**src/rtl/mc_ctrl_pkg.sv**
```systemverilog
// Shared definitions for the multi-cycle MIPS main control FSM:
// state codes, opcode constants and the datapath select encodings.
package mc_ctrl_pkg;

    localparam int OP_W = 6;

    // Controller states; FETCH must stay at code 0 so a cleared register is a fetch.
    typedef enum logic [3:0] {
        FETCH    = 4'd0,
        DECODE   = 4'd1,
        MEMADR   = 4'd2,
        MEMRD    = 4'd3,
        MEMWB    = 4'd4,
        MEMWR    = 4'd5,
        EXEC     = 4'd6,
        ALUWB    = 4'd7,
        BRANCH   = 4'd8,
        ADDIEXEC = 4'd9,
        ADDIWB   = 4'd10,
        JUMP     = 4'd11
    } state_e;

    localparam logic [OP_W-1:0] OP_RTYPE = 6'h00;
    localparam logic [OP_W-1:0] OP_J     = 6'h02;
    localparam logic [OP_W-1:0] OP_BEQ   = 6'h04;
    localparam logic [OP_W-1:0] OP_ADDI  = 6'h08;
    localparam logic [OP_W-1:0] OP_LW    = 6'h23;
    localparam logic [OP_W-1:0] OP_SW    = 6'h2B;

    typedef enum logic [1:0] {
        ALU_ADD   = 2'd0,
        ALU_SUB   = 2'd1,
        ALU_FUNCT = 2'd2
    } alu_op_e;

    typedef enum logic [1:0] {
        SRCB_B      = 2'd0,
        SRCB_FOUR   = 2'd1,
        SRCB_IMM    = 2'd2,
        SRCB_IMM_SH = 2'd3
    } alu_src_b_e;

    typedef enum logic [1:0] {
        PCSRC_ALU    = 2'd0,
        PCSRC_ALUOUT = 2'd1,
        PCSRC_JUMP   = 2'd2
    } pc_src_e;

    // Everything the datapath needs from one state, before any memory-wait gating.
    typedef struct packed {
        logic       pc_write;
        logic       pc_write_cond;
        logic       ir_write;
        logic       mem_write;
        logic       reg_write;
        logic       iord;
        logic       mem_to_reg;
        logic       reg_dst;
        logic       alu_src_a;
        alu_src_b_e alu_src_b;
        alu_op_e    alu_op;
        pc_src_e    pc_src;
    } ctrl_t;

endpackage

```
**src/rtl/mc_ctrl_decode.sv**
```systemverilog
// Pure state -> control-word decoder for the multi-cycle MIPS controller.
// Unlisted state codes decode to all-zero so no enable fires in them.
module mc_ctrl_decode
    import mc_ctrl_pkg::*;
(
    input  state_e state_i,
    output ctrl_t  ctrl_o
);

    // Moore decode: start from all enables/selects at zero, then set per state.
    always_comb begin
        ctrl_o = '0;
        case (state_i)
            FETCH: begin
                ctrl_o.ir_write  = 1'b1;
                ctrl_o.pc_write  = 1'b1;
                ctrl_o.alu_src_b = SRCB_FOUR;
                ctrl_o.alu_op    = ALU_ADD;
                ctrl_o.pc_src    = PCSRC_ALU;
            end
            DECODE: begin
                ctrl_o.alu_src_b = SRCB_IMM_SH;
                ctrl_o.alu_op    = ALU_ADD;
            end
            MEMADR: begin
                ctrl_o.alu_src_a = 1'b1;
                ctrl_o.alu_src_b = SRCB_IMM;
                ctrl_o.alu_op    = ALU_ADD;
            end
            MEMRD: begin
                ctrl_o.iord = 1'b1;
            end
            MEMWB: begin
                ctrl_o.mem_to_reg = 1'b1;
                ctrl_o.reg_write  = 1'b1;
            end
            MEMWR: begin
                ctrl_o.iord      = 1'b1;
                ctrl_o.mem_write = 1'b1;
            end
            EXEC: begin
                ctrl_o.alu_src_a = 1'b1;
                ctrl_o.alu_src_b = SRCB_B;
                ctrl_o.alu_op    = ALU_FUNCT;
            end
            ALUWB: begin
                ctrl_o.reg_dst   = 1'b1;
                ctrl_o.reg_write = 1'b1;
            end
            BRANCH: begin
                ctrl_o.alu_src_a     = 1'b1;
                ctrl_o.alu_src_b     = SRCB_B;
                ctrl_o.alu_op        = ALU_SUB;
                ctrl_o.pc_src        = PCSRC_ALUOUT;
                ctrl_o.pc_write_cond = 1'b1;
            end
            ADDIEXEC: begin
                ctrl_o.alu_src_a = 1'b1;
                ctrl_o.alu_src_b = SRCB_IMM;
                ctrl_o.alu_op    = ALU_ADD;
            end
            ADDIWB: begin
                ctrl_o.reg_write = 1'b1;
            end
            JUMP: begin
                ctrl_o.pc_src   = PCSRC_JUMP;
                ctrl_o.pc_write = 1'b1;
            end
            default: ctrl_o = '0;
        endcase
    end

endmodule

```
**src/rtl/mc_ctrl_fsm.sv**
```systemverilog
// Multi-cycle MIPS main control FSM: state register, next-state logic,
// illegal-opcode flag and the PC enable combine.
// Optional build macro MC_CTRL_MEMWAIT_EN adds a mem_ready input that holds
// FETCH, MEMRD and MEMWR until memory completes; without it memory is single-cycle.
module mc_ctrl_fsm
    import mc_ctrl_pkg::*;
#(
    parameter int OPW = OP_W
) (
    input  logic           clk,
    input  logic           rst,
`ifdef MC_CTRL_MEMWAIT_EN
    input  logic           mem_ready,
`endif
    input  logic [OPW-1:0] opcode,
    input  logic           zero,
    output logic           pc_en,
    output logic           ir_write,
    output logic           mem_write,
    output logic           reg_write,
    output logic           iord,
    output logic           mem_to_reg,
    output logic           reg_dst,
    output logic           alu_src_a,
    output logic [1:0]     alu_src_b,
    output logic [1:0]     alu_op,
    output logic [1:0]     pc_src,
    output logic           illegal_op,
    output logic [3:0]     state_o
);

    state_e state_q;
    state_e state_d;
    ctrl_t  ctrl;
    logic   memReady;
    logic   memGate;

`ifdef MC_CTRL_MEMWAIT_EN
    assign memReady = mem_ready;
`else
    assign memReady = 1'b1;
`endif

    mc_ctrl_decode u_decode (
        .state_i (state_q),
        .ctrl_o  (ctrl)
    );

    // Memory-access states only complete (and only fire their strobes) once memory is ready.
    assign memGate = (state_q == FETCH || state_q == MEMRD || state_q == MEMWR) ? memReady : 1'b1;

    // State register; reset abandons any instruction in flight and restarts at fetch.
    always_ff @(posedge clk) begin
        if (rst) begin
            state_q <= FETCH;
        end else begin
            state_q <= state_d;
        end
    end

    // Next-state selection and the illegal-opcode pulse raised while decoding.
    always_comb begin
        state_d    = state_q;
        illegal_op = 1'b0;
        case (state_q)
            FETCH:  state_d = memReady ? DECODE : FETCH;
            DECODE: begin
                case (opcode)
                    OP_LW, OP_SW: state_d = MEMADR;
                    OP_RTYPE:     state_d = EXEC;
                    OP_BEQ:       state_d = BRANCH;
                    OP_ADDI:      state_d = ADDIEXEC;
                    OP_J:         state_d = JUMP;
                    default: begin
                        state_d    = FETCH;
                        illegal_op = 1'b1;
                    end
                endcase
            end
            MEMADR: begin
                if (opcode == OP_LW) begin
                    state_d = MEMRD;
                end else if (opcode == OP_SW) begin
                    state_d = MEMWR;
                end else begin
                    state_d = FETCH;
                end
            end
            MEMRD:    state_d = memReady ? MEMWB : MEMRD;
            MEMWB:    state_d = FETCH;
            MEMWR:    state_d = memReady ? FETCH : MEMWR;
            EXEC:     state_d = ALUWB;
            ALUWB:    state_d = FETCH;
            BRANCH:   state_d = FETCH;
            ADDIEXEC: state_d = ADDIWB;
            ADDIWB:   state_d = FETCH;
            JUMP:     state_d = FETCH;
            default:  state_d = FETCH;
        endcase
    end

    assign pc_en      = (ctrl.pc_write & memGate) | (ctrl.pc_write_cond & zero);
    assign ir_write   = ctrl.ir_write & memGate;
    assign mem_write  = ctrl.mem_write & memGate;
    assign reg_write  = ctrl.reg_write;
    assign iord       = ctrl.iord;
    assign mem_to_reg = ctrl.mem_to_reg;
    assign reg_dst    = ctrl.reg_dst;
    assign alu_src_a  = ctrl.alu_src_a;
    assign alu_src_b  = ctrl.alu_src_b;
    assign alu_op     = ctrl.alu_op;
    assign pc_src     = ctrl.pc_src;
    assign state_o    = state_q;

endmodule

```
**config.mk**
```make
export PLATFORM = sky130hd
export DESIGN_NAME = mc_ctrl_fsm
export DESIGN_NICKNAME = d
export VERILOG_FILES = /design/src/rtl/mc_ctrl_pkg.sv /design/src/rtl/mc_ctrl_decode.sv /design/src/rtl/mc_ctrl_fsm.sv
export SDC_FILE = /design/constraint.sdc
export NUM_CORES = 1
export LEC_CHECK = 0
export CORE_MARGIN = 3
export CORE_UTILIZATION = 35
export CTS_CLUSTER_DIAMETER = 50
export CTS_CLUSTER_SIZE = 16
export DETAILED_ROUTE_END_ITERATION = 8
export GPL_ROUTABILITY_DRIVEN = 1
export GPL_TIMING_DRIVEN = 1
export PLACE_DENSITY = 0.78
export SYNTH_ARGS = -nofsm -noshare
export SYNTH_HDL_FRONTEND = slang
export SYNTH_SLANG_ARGS = --single-unit
export TNS_END_PERCENT = 30
```
**constraint.sdc**
```tcl
create_clock -name clk -period 3.1 [get_ports clk]
set_input_delay 0.93 -clock clk [delete_from_list [all_inputs] [get_ports clk]]
set_output_delay 0.93 -clock clk [all_outputs]
set_load 0.005 [all_outputs]
```
==> results of run 1 <==
## worst max-delay path: cells and delay by family
family / cells / cell delay (ns)
buffers and inverters: 3 / 0.74
AO/OA/AOI/OAI: 2 / 0.29
AND/OR/NAND/NOR: 1 / 0.13
## layout by cell type, fill, tap and decap left out, types with 3 or more instances in the layout
cell type / count
clkdlybuf4s50_1: 22
nor2_1: 9
buf_4: 8
nor3_1: 7
a21oi_1: 5
nand2b_1: 4
dfxtp_1: 4
nand3_1: 3
clkbuf_4: 3
dlygate4sd2_1: 3
## per-stage QoR
step	std cells	hold slack [ns]	TNS (ns)
global placement	111	0.7082	-0.5470
detailed placement	111	0.7044	-0.5923
finish	114	0.7212	0
global route	114	0.7878	0
CTS	114	0.7206	0
floorplan	67	0.6030	0
## layer usage
layer | global-route usage [%] | up-vias | share of wire [%]
li1 | - | 315 | -
met1 | 19.70 | 278 | 44
met2 | 28.57 | 28 | 47
met3 | 6.867 | 3 | 7.4
met4 | 7.453 | 0 | 1.1
met5 | 0 | - | 0
## report_power, final
part | switching [mW] | total [mW] | internal [mW]
registers | 0.00581 | 0.0591 | 0.0532
logic | 0.0244 | 0.0610 | 0.0367
clock network | 0.0290 | 0.0728 | 0.0438
total | 0.0592 | 0.193 | 0.134
## cells by family (layout without fill, tap and decap cells)
| kind of cell | Yosys count | after routing |
|---|---|---|
| multiplexers | 1 | 1 |
| buffers and inverters | 7 | 40 |
| adder cells (fa/ha/maj) | 1 | 1 |
| XOR/XNOR | 2 | 2 |
| AND/OR/NAND/NOR | 33 | 33 |
| flip-flops | 4 | 4 |
| AO/OA/AOI/OAI | 19 | 19 |
## worst max path at each step
stage | start | endpoint | slack [ns] | cells after the start
after CTS | opcode[1] | illegal_op | 0.05 | 5
after detailed placement | opcode[2] | illegal_op | -0.44 | 5
final | zero | pc_en | 0.09 | 6
after floorplan | opcode[2] | illegal_op | 0.34 | 4
after global routing | zero | pc_en | 0.008 | 6
after global placement | opcode[2] | illegal_op | -0.41 | 5
## layout make-up
type	count	area [sq um]	area share [%]
Tap cell	14	17.52	2.188
Clock buffer	3	22.52	2.812
Inverter	2	7.507	0.9375
Sequential cell	4	80.08	10.00
Multi-Input combinational cell	56	351.6	43.91
Timing Repair Buffer	35	321.6	40.16
## timing repair
action                     4_1_cts  5_1_grt
pin swaps                        1        0
setup endpoints to repair        2        1
resized for setup                8        1
gates cloned                     0        0
==> results.json, run 1 <==
{
  "rows": 12,
  "dp_hpwl_um": 1112,
  "drtIter0Drc": 10,
  "fp.coreArea_sq_mm": 0.001171,
  "end_kind": "primary output",
  "io-pin-count": 28,
  "path_clk_slew_ns": 0.05,
  "crit_chain": "clkdlybuf4s50_1 > inv_1 > a211oi_1 > a31oi_1 > nor2_1 > dlygate4sd2_1",
  "synth-adder-area-share_pct": 2.156,
  "power_leakage_nw": 0.2829,
  "syn_area_per_cell_sq_um": 6.928,
  "power.total_uw": 192.9,
  "die_h_um": 42.42,
  "die_x_um": 42.42,
  "synth-seq-area-share_pct": 17.25,
  "grt_start_max_net_pins": 17,
  "worst-r2r-setup-slack_ns": 1.52,
  "synthMuxAreaShare_pct": 2.426,
  "rsz0062_at_grt": "false",
  "synth_common_cells": "nor2_1, nor3_1, a21oi_1",
  "routedWlPerCell_um": 13.12,
  "r2r_cells": 4,
  "cts.htree.levels": 1,
  "timing.fmax_mhz": 332.4,
  "grt_pass1_wl_um": 2394,
  "hold_start": "state_o[1]$_SDFF_PP0_",
  "crit_type": "input pin to primary output",
  "synth_area_leader_cell": "dfxtp_1",
  "critical_path.startpoint_type": "input pin",
  "grt_overflow": 0,
  "crit_arrival_ns": 2.08,
  "clk_latency_ns": 0.26,
  "cp_slowest_cell": "clkdlybuf4s50_1",
  "slew_headroom_pct": 65.28,
  "synth_compound_area_share_pct": 28.57,
  "yosysUniqueCellTypes": 30,
  "final_core_util_pct": 68.38,
  "timing.rr.start": "state_o[1]$_SDFF_PP0_",
  "route.vias.total": 624,
  "regToRegEndpoint": "state_o[2]$_SDFF_PP0_",
  "ir_drop_uv": 231.7,
  "synth_top_family_by_area": "simple AND/OR/NAND/NOR gates",
  "synth.most_common_cell": "nor2_1",
  "cts.sinks": 4,
  "synthSimpleGateAreaFrac_pct": 38.54,
  "hold_violations": 0,
  "antenna_cells": 0,
  "detailedPlace.worstSlack_ns": -0.4406,
  "place_area_sq_um": 785.8,
  "grt_pass1_vias": 548,
  "area_delta_synth_final_pct": 72.51,
  "postCtsSetupBuffers": 0,
  "synth_edf_count": 0,
  "outcome": "completed",
  "cts_buffers": 3,
  "routed_via_density": 5.474,
  "yosys-top-cells-area": "dfxtp_1, nor3_1, nor2_1",
  "synth_top_area_share_pct": 17.25,
  "power.density_mw_per_mm2": 240.9,
  "cts_hold_buf": 0,
  "drv_slew": 0,
  "gp_congestion": 0.8431,
  "period_needed_ns": 3.008,
  "drt-pass1-iter-count": 4,
  "period_share_pct": 97.04,
  "track_usage_pct": 17.41,
  "netlist_area_sq_um": 464.2,
  "clockBufferDepth": 2,
  "worstMarginPinSlew_ns": 0.5201,
  "min_to": "state_o[0]$_SDFF_PP0_",
  "synth_top_flop_cell": "dfxtp_1",
  "postSynthCellCount": 67,
  "max_stage_delay_ns": 0.46,
  "routed_wl_um": 1496,
  "final_nets": 111,
  "fin_skew_ns": 0.01856,
  "post-route-cell-area_sq_um": 800.8,
  "synth_seq_cells": 4,
  "cts_tree": "done",
  "initial_core_util_pct": 39.64,
  "drc": 0,
  "hold_class": "flip-flop to flip-flop",
  "fin_ws_ns": 0.09169,
  "dieArea_sq_mm": 0.001799,
  "synth_xor_xnor_area_share_pct": 3.774,
  "async_flop_share_pct": 0,
  "hold_depth": 1,
  "largest_reg_flops": 4,
  "max_cap_violations": 0,
  "nFillCells": 106,
  "setup-violations-final": 0,
  "cts-root-buf": "clkbuf_4",
  "io_buffers": 27,
  "grt_antenna_before_repair": 0,
  "syn_nets": 76,
  "synth_warnings": 0,
  "drive_gt1_share_pct": 17.00,
  "crit_fanout": 1,
  "required_ns": 2.17,
  "ant_nets": 0
}
Note: power is estimated with default switching activity, not from simulation.
==> inputs of run 2 (changes only) <==
--- a/config.mk
+++ b/config.mk
@@ -5,6 +5,7 @@
 export SDC_FILE = /design/constraint.sdc
 export NUM_CORES = 1
 export LEC_CHECK = 0
+export ABC_AREA = 0
 export CORE_MARGIN = 3
 export CORE_UTILIZATION = 35
 export CTS_CLUSTER_DIAMETER = 50
@@ -16,4 +17,4 @@
 export SYNTH_ARGS = -nofsm -noshare
 export SYNTH_HDL_FRONTEND = slang
 export SYNTH_SLANG_ARGS = --single-unit
-export TNS_END_PERCENT = 30
+export TNS_END_PERCENT = 20
==> results of run 2 <==
The final DEF is identical to that of run 1; final timing and power are the same.
